File: src/rtl/mem_wb_stage.sv
// MEM/WB stage: bypass retires in 1 cycle, loads/stores retire the cycle after mem_ack; stall_out holds upstream while ACCESS waits.
// Optional memory timeout abort when MEM_TIMEOUT_EN is defined (TIMEOUT_CYCLES, 1..255).
module mem_wb_stage #(
  parameter int TIMEOUT_CYCLES = 15
) (
  input  logic        clk,
  input  logic        rst,
  input  logic        valid_in,
  input  logic        reg_we_in,
  input  logic        store_pc_in,
  input  logic        mem_bypass_in,
  input  logic        mem_we_in,
  input  logic        aux_in,
  input  logic [4:0]  wa_in,
  input  logic [15:0] alu_in,
  input  logic [15:0] sdata_in,
  input  logic [15:0] pc_in,
  output logic        mem_req,
  output logic        mem_wr,
  output logic [15:0] mem_addr,
  output logic [15:0] mem_wdata,
  output logic [1:0]  mem_be,
  input  logic        mem_ack,
  input  logic [15:0] mem_rdata,
  output logic        stall_out,
  output logic        wb_valid,
  output logic        wb_we,
  output logic [4:0]  wb_addr,
  output logic [15:0] wb_data,
  output logic        err_out
);

  if (TIMEOUT_CYCLES < 1 || TIMEOUT_CYCLES > 255) begin : g_bad_timeout
    $error("TIMEOUT_CYCLES out of range 1..255");
  end

  typedef enum logic {IDLE, ACCESS} state_t;

  state_t      state_q, state_d;
  logic        mem_req_q, mem_req_d, mem_wr_q, mem_wr_d;
  logic [15:0] mem_addr_q, mem_addr_d, mem_wdata_q, mem_wdata_d;
  logic [1:0]  mem_be_q, mem_be_d;
  logic        lreg_we_q, lreg_we_d, laux_q, laux_d;
  logic [4:0]  lwa_q, lwa_d;
  logic        wb_valid_q, wb_valid_d, wb_we_q, wb_we_d;
  logic [4:0]  wb_addr_q, wb_addr_d;
  logic [15:0] wb_data_q, wb_data_d;
  logic        err_q, err_d;
  logic        pend_vld_q, pend_vld_d, pend_we_q, pend_we_d;
  logic [4:0]  pend_addr_q, pend_addr_d;
  logic [15:0] pend_data_q, pend_data_d;
  logic        ack_now, accept, slot_used;
  logic [7:0]  byte_sel;
  logic [15:0] load_data, bypass_data;
`ifdef MEM_TIMEOUT_EN
  logic [7:0]  cnt_q, cnt_d;
`endif

  assign stall_out = (state_q == ACCESS) && !mem_ack;

  always_comb begin
    state_d     = state_q;
    mem_req_d   = mem_req_q;
    mem_wr_d    = mem_wr_q;
    mem_addr_d  = mem_addr_q;
    mem_wdata_d = mem_wdata_q;
    mem_be_d    = mem_be_q;
    lreg_we_d   = lreg_we_q;
    laux_d      = laux_q;
    lwa_d       = lwa_q;
    wb_valid_d  = 1'b0;
    wb_we_d     = 1'b0;
    wb_addr_d   = wb_addr_q;
    wb_data_d   = wb_data_q;
    err_d       = 1'b0;
    pend_vld_d  = pend_vld_q;
    pend_we_d   = pend_we_q;
    pend_addr_d = pend_addr_q;
    pend_data_d = pend_data_q;
    slot_used   = 1'b0;
    ack_now     = (state_q == ACCESS) && mem_ack;
    accept      = valid_in && ((state_q == IDLE) || mem_ack);
    byte_sel    = mem_addr_q[0] ? mem_rdata[15:8] : mem_rdata[7:0];
    load_data   = laux_q ? {8'h00, byte_sel} : mem_rdata;
    bypass_data = store_pc_in ? pc_in : alu_in;
`ifdef MEM_TIMEOUT_EN
    cnt_d = cnt_q;
`endif

    if (ack_now) begin
      wb_valid_d = 1'b1;
      wb_we_d    = lreg_we_q & ~mem_wr_q;
      wb_addr_d  = lwa_q;
      wb_data_d  = mem_wr_q ? mem_addr_q : load_data;
      slot_used  = 1'b1;
      state_d    = IDLE;
      mem_req_d  = 1'b0;
      mem_wr_d   = 1'b0;
      mem_be_d   = 2'b00;
    end else if (pend_vld_q) begin
      wb_valid_d = 1'b1;
      wb_we_d    = pend_we_q;
      wb_addr_d  = pend_addr_q;
      wb_data_d  = pend_data_q;
      pend_vld_d = 1'b0;
      slot_used  = 1'b1;
    end

`ifdef MEM_TIMEOUT_EN
    if ((state_q == ACCESS) && !mem_ack) begin
      cnt_d = cnt_q + 8'd1;
      if (cnt_d == 8'(TIMEOUT_CYCLES)) begin
        cnt_d      = 8'd0;
        state_d    = IDLE;
        mem_req_d  = 1'b0;
        mem_wr_d   = 1'b0;
        mem_be_d   = 2'b00;
        err_d      = 1'b1;
        wb_valid_d = 1'b1;
        wb_we_d    = 1'b0;
        wb_addr_d  = lwa_q;
        wb_data_d  = mem_addr_q;
      end
    end
`endif

    // A bypass accepted while the writeback slot is taken (ack cycle) retires one cycle later.
    if (accept) begin
      if (mem_bypass_in) begin
        if (slot_used) begin
          pend_vld_d  = 1'b1;
          pend_we_d   = reg_we_in;
          pend_addr_d = wa_in;
          pend_data_d = bypass_data;
        end else begin
          wb_valid_d = 1'b1;
          wb_we_d    = reg_we_in;
          wb_addr_d  = wa_in;
          wb_data_d  = bypass_data;
        end
      end else begin
        state_d     = ACCESS;
        mem_req_d   = 1'b1;
        mem_wr_d    = mem_we_in;
        mem_addr_d  = alu_in;
        mem_wdata_d = aux_in ? {sdata_in[7:0], sdata_in[7:0]} : sdata_in;
        mem_be_d    = aux_in ? (alu_in[0] ? 2'b10 : 2'b01) : 2'b11;
        lreg_we_d   = reg_we_in;
        laux_d      = aux_in;
        lwa_d       = wa_in;
`ifdef MEM_TIMEOUT_EN
        cnt_d       = 8'd0;
`endif
      end
    end
  end

  always_ff @(posedge clk) begin
    if (rst) begin
      state_q     <= IDLE;
      mem_req_q   <= 1'b0;
      mem_wr_q    <= 1'b0;
      mem_addr_q  <= 16'h0000;
      mem_wdata_q <= 16'h0000;
      mem_be_q    <= 2'b00;
      lreg_we_q   <= 1'b0;
      laux_q      <= 1'b0;
      lwa_q       <= 5'd0;
      wb_valid_q  <= 1'b0;
      wb_we_q     <= 1'b0;
      wb_addr_q   <= 5'd0;
      wb_data_q   <= 16'h0000;
      err_q       <= 1'b0;
      pend_vld_q  <= 1'b0;
      pend_we_q   <= 1'b0;
      pend_addr_q <= 5'd0;
      pend_data_q <= 16'h0000;
`ifdef MEM_TIMEOUT_EN
      cnt_q       <= 8'd0;
`endif
    end else begin
      state_q     <= state_d;
      mem_req_q   <= mem_req_d;
      mem_wr_q    <= mem_wr_d;
      mem_addr_q  <= mem_addr_d;
      mem_wdata_q <= mem_wdata_d;
      mem_be_q    <= mem_be_d;
      lreg_we_q   <= lreg_we_d;
      laux_q      <= laux_d;
      lwa_q       <= lwa_d;
      wb_valid_q  <= wb_valid_d;
      wb_we_q     <= wb_we_d;
      wb_addr_q   <= wb_addr_d;
      wb_data_q   <= wb_data_d;
      err_q       <= err_d;
      pend_vld_q  <= pend_vld_d;
      pend_we_q   <= pend_we_d;
      pend_addr_q <= pend_addr_d;
      pend_data_q <= pend_data_d;
`ifdef MEM_TIMEOUT_EN
      cnt_q       <= cnt_d;
`endif
    end
  end

  assign mem_req   = mem_req_q;
  assign mem_wr    = mem_wr_q;
  assign mem_addr  = mem_addr_q;
  assign mem_wdata = mem_wdata_q;
  assign mem_be    = mem_be_q;
  assign wb_valid  = wb_valid_q;
  assign wb_we     = wb_we_q;
  assign wb_addr   = wb_addr_q;
  assign wb_data   = wb_data_q;
`ifdef MEM_TIMEOUT_EN
  assign err_out   = err_q;
`else
  assign err_out   = 1'b0;
`endif

endmodule

File: config.mk
export PLATFORM = sky130hd
export DESIGN_NAME = mem_wb_stage
export DESIGN_NICKNAME = d
export VERILOG_FILES = /design/src/rtl/mem_wb_stage.sv
export SDC_FILE = /design/constraint.sdc
export NUM_CORES = 1
export LEC_CHECK = 0
export BUFFER_PORTS_ARGS = -buffer_cell sky130_fd_sc_hd__buf_2
export CORE_MARGIN = 1
export CORE_UTILIZATION = 56
export CTS_BUF_LIST = sky130_fd_sc_hd__clkbuf_2 sky130_fd_sc_hd__clkbuf_4 sky130_fd_sc_hd__clkbuf_8
export CTS_CLUSTER_SIZE = 10
export DETAILED_ROUTE_END_ITERATION = 10
export PLACE_DENSITY = 0.88
export SETUP_SLACK_MARGIN = 0.2
export SLEW_MARGIN = 10
export SYNTH_ARGS = -nofsm -noshare
export SYNTH_HDL_FRONTEND = slang
export SYNTH_SLANG_ARGS = --single-unit
File: constraint.sdc
create_clock -name clk -period 2.6 [get_ports clk]
set_input_delay 0.39 -clock clk [delete_from_list [all_inputs] [get_ports clk]]
set_output_delay 0.39 -clock clk [all_outputs]
set_load 0.01 [all_outputs]
==> results of run 1 <==
-- worst min-delay path by stage --
stage                     depth (start not counted)      endpoint
after floorplan                                   2     lreg_we_q
after global placement                            2     lreg_we_q
after detailed placement                          2       mem_req
after CTS                                         3  mem_wdata[2]
after global routing                              3  mem_wdata[2]
final                                             3  mem_wdata[2]
-- state kept, by name, indices dropped and copies added, names as in the netlist --
register	flops
mem_addr	16
mem_wdata	16
pend_data_q	16
wb_data	16
lwa_q	5
pend_addr_q	5
wb_addr	5
mem_be	2
laux_q	1
lreg_we_q	1
mem_req	1
mem_wr	1
pend_vld_q	1
pend_we_q	1
state_q	1
wb_valid	1
wb_we	1
-- critical path, cell delays in order, from the launching register on --
cell and delay [ps]:
dfxtp_1 730, nand2b_1 200, a21oi_4 220, buf_4 390
nor2_1 110, a211oi_1 330
-- synthesized netlist by cell type --
cell       count  area share (%)
a2111o_1       1            0.28
a2111oi_0      1            0.22
a211oi_1      31             5.7
a21oi_1       53             6.5
a221o_1        1            0.25
a221oi_1      15             3.2
a221oi_2       5             1.9
a311oi_1       1            0.22
a31oi_1        1            0.15
and2_1         2            0.31
and3_1         1            0.15
buf_1          1           0.093
buf_2         19             2.3
buf_4          3            0.56
clkbuf_1      20             1.9
conb_1         1           0.093
dfxtp_1       90              44
inv_1          8            0.74
inv_2          1           0.093
mux2_2         8             2.2
mux2i_1       37             9.1
nand2_1       80             7.4
nand2b_1       5            0.77
nand3_1        1            0.12
nor2_1        41             3.8
nor2b_1        7             1.1
nor3_1         1            0.12
nor3_2         1            0.25
nor3b_1        2            0.37
o211ai_1       5            0.93
o21ai_0        2            0.25
o311ai_0       1            0.22
o31ai_1       14             2.6
or2_2          1            0.15
or3_1          7             1.1
or3_4          1            0.28
-- cell families (layout without fill, tap and decap cells) --
logic type	count (synthesis)	count (layout)	share of synthesized area [%]
simple gates	150	150	15.9
other cells	1	1	0.0926
mux	45	45	11.4
compound gates	131	131	22.5
flops	90	90	44.5
buf+inv	52	172	5.68
-- final cells by class --
cell class              instances  area share, %
clock inverters                 7           1.26
well taps                      96           2.42
multi-input cells             327           41.0
flip-flops and latches         90           36.3
repair buffers                147           15.8
clock buffers                   9           2.49
inverters                       9          0.680
-- layer usage --
metal | GRT usage, % | vias up | share of wire [%]
met2 | 52.8 | 175 | 50
met3 | 6.16 | 24 | 7.1
met5 | 0 | - | 0
met1 | 36.8 | 1883 | 41
met4 | 13.8 | 0 | 2.2
li1 | - | 1898 | -
-- report_power, final --
group          leakage, nW  total [mW]  switching (mW)  internal (mW)
logic                 1.29       0.442           0.254          0.188
clock network       0.0859       0.925           0.560          0.365
registers            0.735        1.49          0.0472           1.45
-- placed cells by master, fill, tap and decap left out, drive strengths merged, types with 2 or more instances in the layout --
cell      instances
buf             147
dfxtp            90
nand2            80
a21oi            53
nor2             41
mux2i            37
a211oi           31
a221oi           20
o31ai            14
inv              12
clkbuf            9
mux2              8
or3               8
nor2b             7
nand2b            5
o211ai            5
clkinvlp          3
and2              2
nor3b             2
o21ai             2
nor3              2
-- stage by stage --
step | hold slack, ps | area [um2] | total power, mW | setup slack, ps | util (%)
floorplan | 432 | 4050 | 1.77 | 1150 | -
detailed placement | 449 | 4780 | 1.96 | 676 | 69.2
global placement | 438 | 4780 | 1.95 | 749 | 69.2
finish | 253 | 4970 | 2.86 | 478 | 71.9
CTS | 249 | 4970 | 2.86 | 508 | 71.9
global route | 248 | 4970 | 2.97 | 331 | 71.9
==> flow_metrics.env, run 1 <==
export IMPL_final_hold_violation_count=0
export IMPL_tritoncts="done"
export IMPL_regToRegStartpoint="pend_vld_q"
export IMPL_via_per_inst=5.81
export IMPL_worst_endpoint_arrival_ps=2380
export IMPL_grtUsageTotal_pct=30.6
export IMPL_hold_start="sdata_in[2]"
export IMPL_crit_type="reg2reg"
export IMPL_grt_start_max_net_pins=64
export IMPL_fmax_mhz=471
export IMPL_finalSetupTns_ps=0
export IMPL_cp_endpoint="pend_data_q[10]"
export IMPL_finalCritPeriodShare_pct=81.6
export IMPL_core_area_um2=6910
export IMPL_holdBufCountCts=0
export IMPL_relSlewSlack_pct=53.2
export IMPL_worstPathRequired_ps=2860
export IMPL_postSynthCellCount=469
export IMPL_fin_cells=685
export IMPL_fin_worst_skew_ps=8.17
export IMPL_setup_violations=0
export IMPL_crit_fanout=37
export IMPL_syn_num_nets=547
export IMPL_layout_drive_gt1_share_pct=30.9
export IMPL_period_needed_ps=2120
export IMPL_synth_area_um2=4050
export IMPL_maxCapViolations=0
export IMPL_start_kind="register"
export IMPL_detail_route_wl_per_cell_um=16.6
export IMPL_hold_path_class="in2reg"
export IMPL_clk_latency_ps=370
export IMPL_synth_cell_types=36
export IMPL_crit_start="pend_vld_q"
export IMPL_cts_buffers=9
export IMPL_postRouteAntennaNets=0
export IMPL_end_kind="register"
export IMPL_powerDensity_nw_per_um2=576
export IMPL_ios=139
export IMPL_drt_iter0_drc=246
export IMPL_nets=662
export IMPL_rsz0062_at_grt="false"
export IMPL_avgSynthCellArea_um2=8.64
export IMPL_n_fill_cell=544
export IMPL_dieArea_um2=7580
export IMPL_vias=3980
export IMPL_clkTransAtPathRegs_ps=100
export IMPL_regToRegEndpoint="pend_data_q[10]"
export IMPL_rr_worst_depth=5
export IMPL_grt_pass1_vias=3746
export IMPL_grt_pass1_wl_um=17800
export IMPL_first_pass_iters=4
export IMPL_worstMarginPinSlew_ps=701
export IMPL_slew_viol_final=0
export IMPL_area_growth_pct=22.6
export IMPL_outcome="finished clean"
export IMPL_io_buffers=137
export IMPL_ctsResizeCount=0
export IMPL_dpl_hpwl_um=7820
export IMPL_cts_sinks=90
export IMPL_drcViolationCount=0
export IMPL_cts_setup_buffers=0
export IMPL_reg2reg_slack_ps=480
export IMPL_seq_area_um2=1800
export IMPL_grt_overflow=0
export IMPL_clockRootBuffer="clkbuf_8"
export IMPL_dieHeight_um=87.1
export IMPL_start_util_pct=58.7
export IMPL_diodes=0
export IMPL_antenna_found_initial=0
export IMPL_gp_congestion=0.811
export IMPL_cts_max_level=3
export IMPL_total_leakage_power_nw=2.11
export IMPL_ys_seq_elements=90
export IMPL_fp_dieW_um=87.1
export IMPL_yosysSeqAreaShare_pct=44.5
export IMPL_placedCellCount=669
export IMPL_multi_input_area_um2=2040
export IMPL_rows=30
export IMPL_cts_path_max_buffers=2
export IMPL_wirelength_um=11300
export IMPL_max_vdd_ir_drop_v=0.000383
export IMPL_synth_warnings=0
No activity file was read; power rests on OpenSTA's default activity.
==> inputs of run 2 (changes only) <==
- CORE_UTILIZATION: 56 -> 52
- PLACE_DENSITY: 0.88 -> 0.82
- clock period: 2.6 -> 2.15 ns (I/O delays scaled with it)
==> run 2 against run 1 <==
Net effect: sequential share of layout area fell by 0.73 points; critical path type unchanged; global-route usage decreased by 2.0 points; final area rose by 2.0%; power is 28% higher; combinational power increased by 23%; sequential cell count stayed put; critical path depth rose by 1; fmax is 21% higher; hold slack worse by 64 ps; highest routed layer unchanged; wire length grew 0.45%.
==> flow_metrics.env, run 2 (same netlist as run 1, synthesis figures left out) <==
export IMPL_vias=3927
export IMPL_hold_worst_slack_ps=189
export IMPL_clockRootBuffer="clkbuf_8"
export IMPL_placedCellCount=679
export IMPL_fmax_mhz=569
export IMPL_finalSetupTns_ps=0
export IMPL_pwr_share_seq_pct=49.1
export IMPL_max_vdd_ir_drop_v=0.000411
export IMPL_finalCritPeriodShare_pct=81.7
export IMPL_grt_pass1_wl_um=18700
export IMPL_crit_type="reg2reg"
export IMPL_dpl_hpwl_um=8110
export IMPL_antenna_found_initial=0
export IMPL_cts_sinks=90
export IMPL_cp_cell_sequence="nand2_1 > buf_4 > a21oi_4 > buf_12 > nor2_1 > a211oi_1"
export IMPL_end_kind="register"
export IMPL_dieHeight_um=90.3
export IMPL_design_area_um2=5070
export IMPL_ctsResizeCount=0
export IMPL_io_buffers=137
export IMPL_worst_endpoint_arrival_ps=2030
export IMPL_layout_commonest_cell="buf_2"
export IMPL_hold_path_class="in2reg"
export IMPL_maxCapViolations=0
export IMPL_start_util_pct=54.7
export IMPL_final_hold_violation_count=0
export IMPL_via_per_inst=5.65
export IMPL_cp_top_family="compound AO/OA/AOI/OAI gates"
export IMPL_cts_path_max_buffers=2
export IMPL_p_int_mw=2.69
export IMPL_start_kind="register"
export IMPL_grt_overflow=0
export IMPL_diodes=0
export IMPL_clk_latency_ps=370
export IMPL_detail_route_wl_per_cell_um=16.4
export IMPL_holdBufCountCts=0
export IMPL_finalPower_mw=3.66
export IMPL_crit_fanout=33
export IMPL_crit_buf_inv=2
export IMPL_fin_worst_skew_ps=14.2
export IMPL_fin_ws_ps=393
export IMPL_fin_cells=695
export IMPL_nets=669
export IMPL_area_growth_pct=25.1
export IMPL_clkTransAtPathRegs_ps=100
export IMPL_comb_power_share_pct=14.9
export IMPL_fp_dieW_um=90.3
export IMPL_cts_max_level=3
export IMPL_setup_violations=0
export IMPL_grt_start_max_net_pins=42
export IMPL_cts_setup_buffers=0
export IMPL_worstMarginPinSlew_ps=542
export IMPL_drt_iter0_drc=254
export IMPL_outcome="finished clean"
export IMPL_rsz0062_at_grt="false"
export IMPL_cpPeakStageDelay_ps=450
export IMPL_worstPathRequired_ps=2420
export IMPL_sw_frac_of_total_pct=26.6
export IMPL_final_util_pct=68.4
export IMPL_most_common_layout_cells="buf_2, dfxtp_1, nand2_1"
export IMPL_postRouteAntennaNets=0
export IMPL_post_dp_cell_area_um2=4840
export IMPL_drcViolationCount=0
export IMPL_period_needed_ps=1760
export IMPL_dpl_worst_slack_ps=440
export IMPL_powerDensity_nw_per_um2=723
export IMPL_p_sw_mw=0.976
export IMPL_total_leakage_power_nw=2.18
export IMPL_slowest_stage="dfxtp_1"
export IMPL_rows=31
export IMPL_wirelength_um=11400
export IMPL_dieArea_um2=8150
export IMPL_ios=139
export IMPL_gp_congestion=0.856
export IMPL_grtUsageTotal_pct=28.6
export IMPL_core_area_um2=7410
export IMPL_p_clk_share_pct=36.1
export IMPL_tritoncts="done"
export IMPL_slew_viol_final=0
export IMPL_relSlewSlack_pct=63.9
export IMPL_grt_pass1_vias=3806
export IMPL_layout_drive_gt1_share_pct=31.7
export IMPL_cts_buffers=9
export IMPL_first_pass_iters=4
run 2: worst reg2reg max path, delay by kind of cell (launching register included):
family / cells / cell delay [ps]
AND/OR/NAND/NOR: 2 / 200
flip-flops: 1 / 450
AO/OA/AOI/OAI: 2 / 580
buffers and inverters: 2 / 450
run 2: final cells by class:
cell class,count,area (um2)
clock buffers,11,145
clock inverters,5,86.3
fillers,612,2340
inverters,9,33.8
multi-input cells,327,2040
flip-flops and latches,90,1800
well taps,99,124
repair buffers,154,838
run 2: worst paths after layout:
kind	start	end	slack, ps	cells past startpoint
setup / recovery	state_q	pend_data_q[14]	390	6
hold / removal	alu_in[6]	mem_addr[6]	190	3
setup reg to reg	state_q	pend_data_q[14]	390	6
hold reg to reg	mem_wdata[1]	mem_wdata[1]	460	2
run 2: power by group through the flow:
stage                     logic [mW]  clock network [mW]  registers (mW)
after floorplan                0.277                   0            1.86
after global placement         0.525                   0            1.83
after detailed placement       0.539                   0            1.84
after CTS                      0.542                1.33            1.80
after global routing           0.597                1.41            1.81
final                          0.544                1.32            1.80
run 2: per-layer routing:
| metal | track usage [%] | part of all wire (%) |
|---|---|---|
| met1 | 36.3 | 42 |
| met2 | 47.4 | 49 |
| met3 | 6.31 | 6.9 |
| met4 | 11.0 | 2.0 |
| met5 | 0 | 0 |
==> inputs of run 3 (changes only) <==
- clock period: 2.15 -> 1.8 ns (I/O delays scaled with it)
==> run 3 against run 2 <==
Net effect: core utilization up 0.61 points; die area unchanged; via count down 0.46%; final area up 0.89%; critical path depth down 1; clock power up 19%; clock skew down 0.66 ps; clock-buffer cell count down 1; sequential share of layout area down 0.29 points; global-route usage down 1.3 points; power up 19%; critical endpoint is now wb_data[15]; largest power group unchanged.
==> flow_metrics.env, run 3 (same netlist as run 1, synthesis figures left out) <==
export IMPL_placedCellCount=680
export IMPL_core_area_um2=7410
export IMPL_fmax_mhz=652
export IMPL_grt_overflow=0
export IMPL_p_clk_share_pct=35.9
export IMPL_fin_worst_skew_ps=13.5
export IMPL_n_fill_cell=599
export IMPL_start_util_pct=54.7
export IMPL_cp_top_family="compound AO/OA/AOI/OAI gates"
export IMPL_gp_congestion=0.804
export IMPL_postRouteAntennaNets=0
export IMPL_holdBufCountCts=0
export IMPL_cts_path_max_buffers=2
export IMPL_use_met2_pct=46.1
export IMPL_final_hold_violation_count=0
export IMPL_ios=139
export IMPL_start_kind="register"
export IMPL_grt_pass1_wl_um=17800
export IMPL_detail_route_wl_per_cell_um=16.1
export IMPL_sw_frac_of_total_pct=26.9
export IMPL_worstPathRequired_ps=2080
export IMPL_comb_power_share_pct=15.0
export IMPL_p_int_mw=3.20
export IMPL_hold_path_class="in2reg"
export IMPL_period_needed_ps=1530
export IMPL_outcome="finished clean"
export IMPL_worst_endpoint_arrival_ps=1810
export IMPL_dieHeight_um=90.3
export IMPL_globalRouteMet1Util_pct=33.8
export IMPL_ctsResizeCount=0
export IMPL_tritoncts="done"
export IMPL_dpl_worst_slack_ps=261
export IMPL_rsz0062_at_grt="true"
export IMPL_cts_sinks=90
export IMPL_cp_cell_sequence="buf_12 > nor2_1 > a221o_1 > a21oi_1 > a211oi_1"
export IMPL_diodes=0
export IMPL_crit_fanout=34
export IMPL_rows=31
export IMPL_maxCapViolations=0
export IMPL_grt_start_max_net_pins=60
export IMPL_slowest_stage="nor2_1"
export IMPL_drcViolationCount=0
export IMPL_finalCritPeriodShare_pct=85.2
export IMPL_end_kind="register"
export IMPL_use_met3_pct=4.63
export IMPL_worstMarginPinSlew_ps=563
export IMPL_drt_iter0_drc=163
export IMPL_cts_max_level=3
export IMPL_finalSetupTns_ps=0
export IMPL_cts_buffers=9
export IMPL_powerDensity_nw_per_um2=856
export IMPL_p_sw_mw=1.18
export IMPL_area_growth_pct=26.2
export IMPL_grt_pass1_vias=3765
export IMPL_grt_most_used_layer="met2"
export IMPL_nets=670
export IMPL_wirelength_um=11200
export IMPL_pwr_share_seq_pct=49.1
export IMPL_most_common_layout_cells="buf_2, dfxtp_1, nand2_1"
export IMPL_fin_ws_ps=266
export IMPL_relSlewSlack_pct=62.5
export IMPL_fin_cells=696
export IMPL_clockRootBuffer="clkbuf_8"
export IMPL_first_pass_iters=5
export IMPL_max_vdd_ir_drop_v=0.000419
export IMPL_grtUsageTotal_pct=27.3
export IMPL_crit_buf_inv=1
export IMPL_vias=3909
export IMPL_clk_latency_ps=360
export IMPL_cts_setup_buffers=0
export IMPL_dieArea_um2=8150
export IMPL_io_buffers=137
export IMPL_layout_drive_gt1_share_pct=32.3
export IMPL_total_leakage_power_nw=2.20
export IMPL_fp_dieW_um=90.3
export IMPL_antenna_found_initial=0
export IMPL_via_per_inst=5.62
export IMPL_dpl_hpwl_um=7900
export IMPL_layout_commonest_cell="buf_2"
export IMPL_crit_type="reg2reg"
export IMPL_cpPeakStageDelay_ps=400
export IMPL_clkTransAtPathRegs_ps=100
export IMPL_slew_viol_final=0
export IMPL_setup_violations=0
==> run 3: cell count changes in the layout (fill, tap and decap cells not counted) <==
cell	change
buf_4	-2
dfxtp_1	-1
nand2_1	-2
buf_12	+3
clkinv_4	-2
inv_6	+1
nand2_2	+2
clkinv_2	+2
clkbuf_4	-1
dfxtp_2	+1
==> run 3: worst paths after layout <==
check / cells after the start / end / slack (ps) / from
max reg2reg: 5 / wb_data[15] / 270 / mem_wr
min: 3 / mem_addr[12] / 150 / alu_in[12]
max: 5 / wb_data[15] / 270 / mem_wr
min reg2reg: 2 / mem_wdata[1] / 460 / mem_wdata[1]
==> run 3: area by class of cell <==
type / count / area (um2) / share of cell area, %
Multi-Input combinational cell: 327 / 2040 / 40.0
Sequential cell: 90 / 1800 / 35.3
Timing Repair Buffer: 155 / 883 / 17.3
Clock buffer: 10 / 138 / 2.69
Tap cell: 99 / 124 / 2.42
Clock inverter: 6 / 87.6 / 1.71
Inverter: 9 / 33.8 / 0.661
==> run 3: worst reg2reg max path, cell delays in order, from the launching register on <==
cell and delay, ps:
dfxtp_1 350, buf_12 180, nor2_1 410, a221o_1 240
a21oi_1 80, a211oi_1 200
==> run 3: layer usage <==
layer  routed length (um)  share of wire [%]
met1                 4910                 44
met2                 5370                 48
met3                  638                5.7
met4                  289                2.6
met5                    0                  0
==> run 3: power groups by stage <==
stage	Clock, mW	Sequential [mW]	Combinational (mW)
floorplan	0	2.22	0.331
global placement	0	2.19	0.633
detailed placement	0	2.19	0.650
CTS	1.58	2.15	0.654
global route	1.66	2.16	0.715
finish	1.57	2.15	0.657
==> run 3: through the flow <==
stage	power, mW	utilization (%)	instance area, um2	hold WS [ps]
after global placement	2.82	65.9	4880	441
after CTS	4.38	68.9	5110	137
after global routing	4.54	69.0	5110	148
after floorplan	2.55	-	4050	386
after detailed placement	2.84	65.9	4880	447
final	4.38	69.0	5110	145
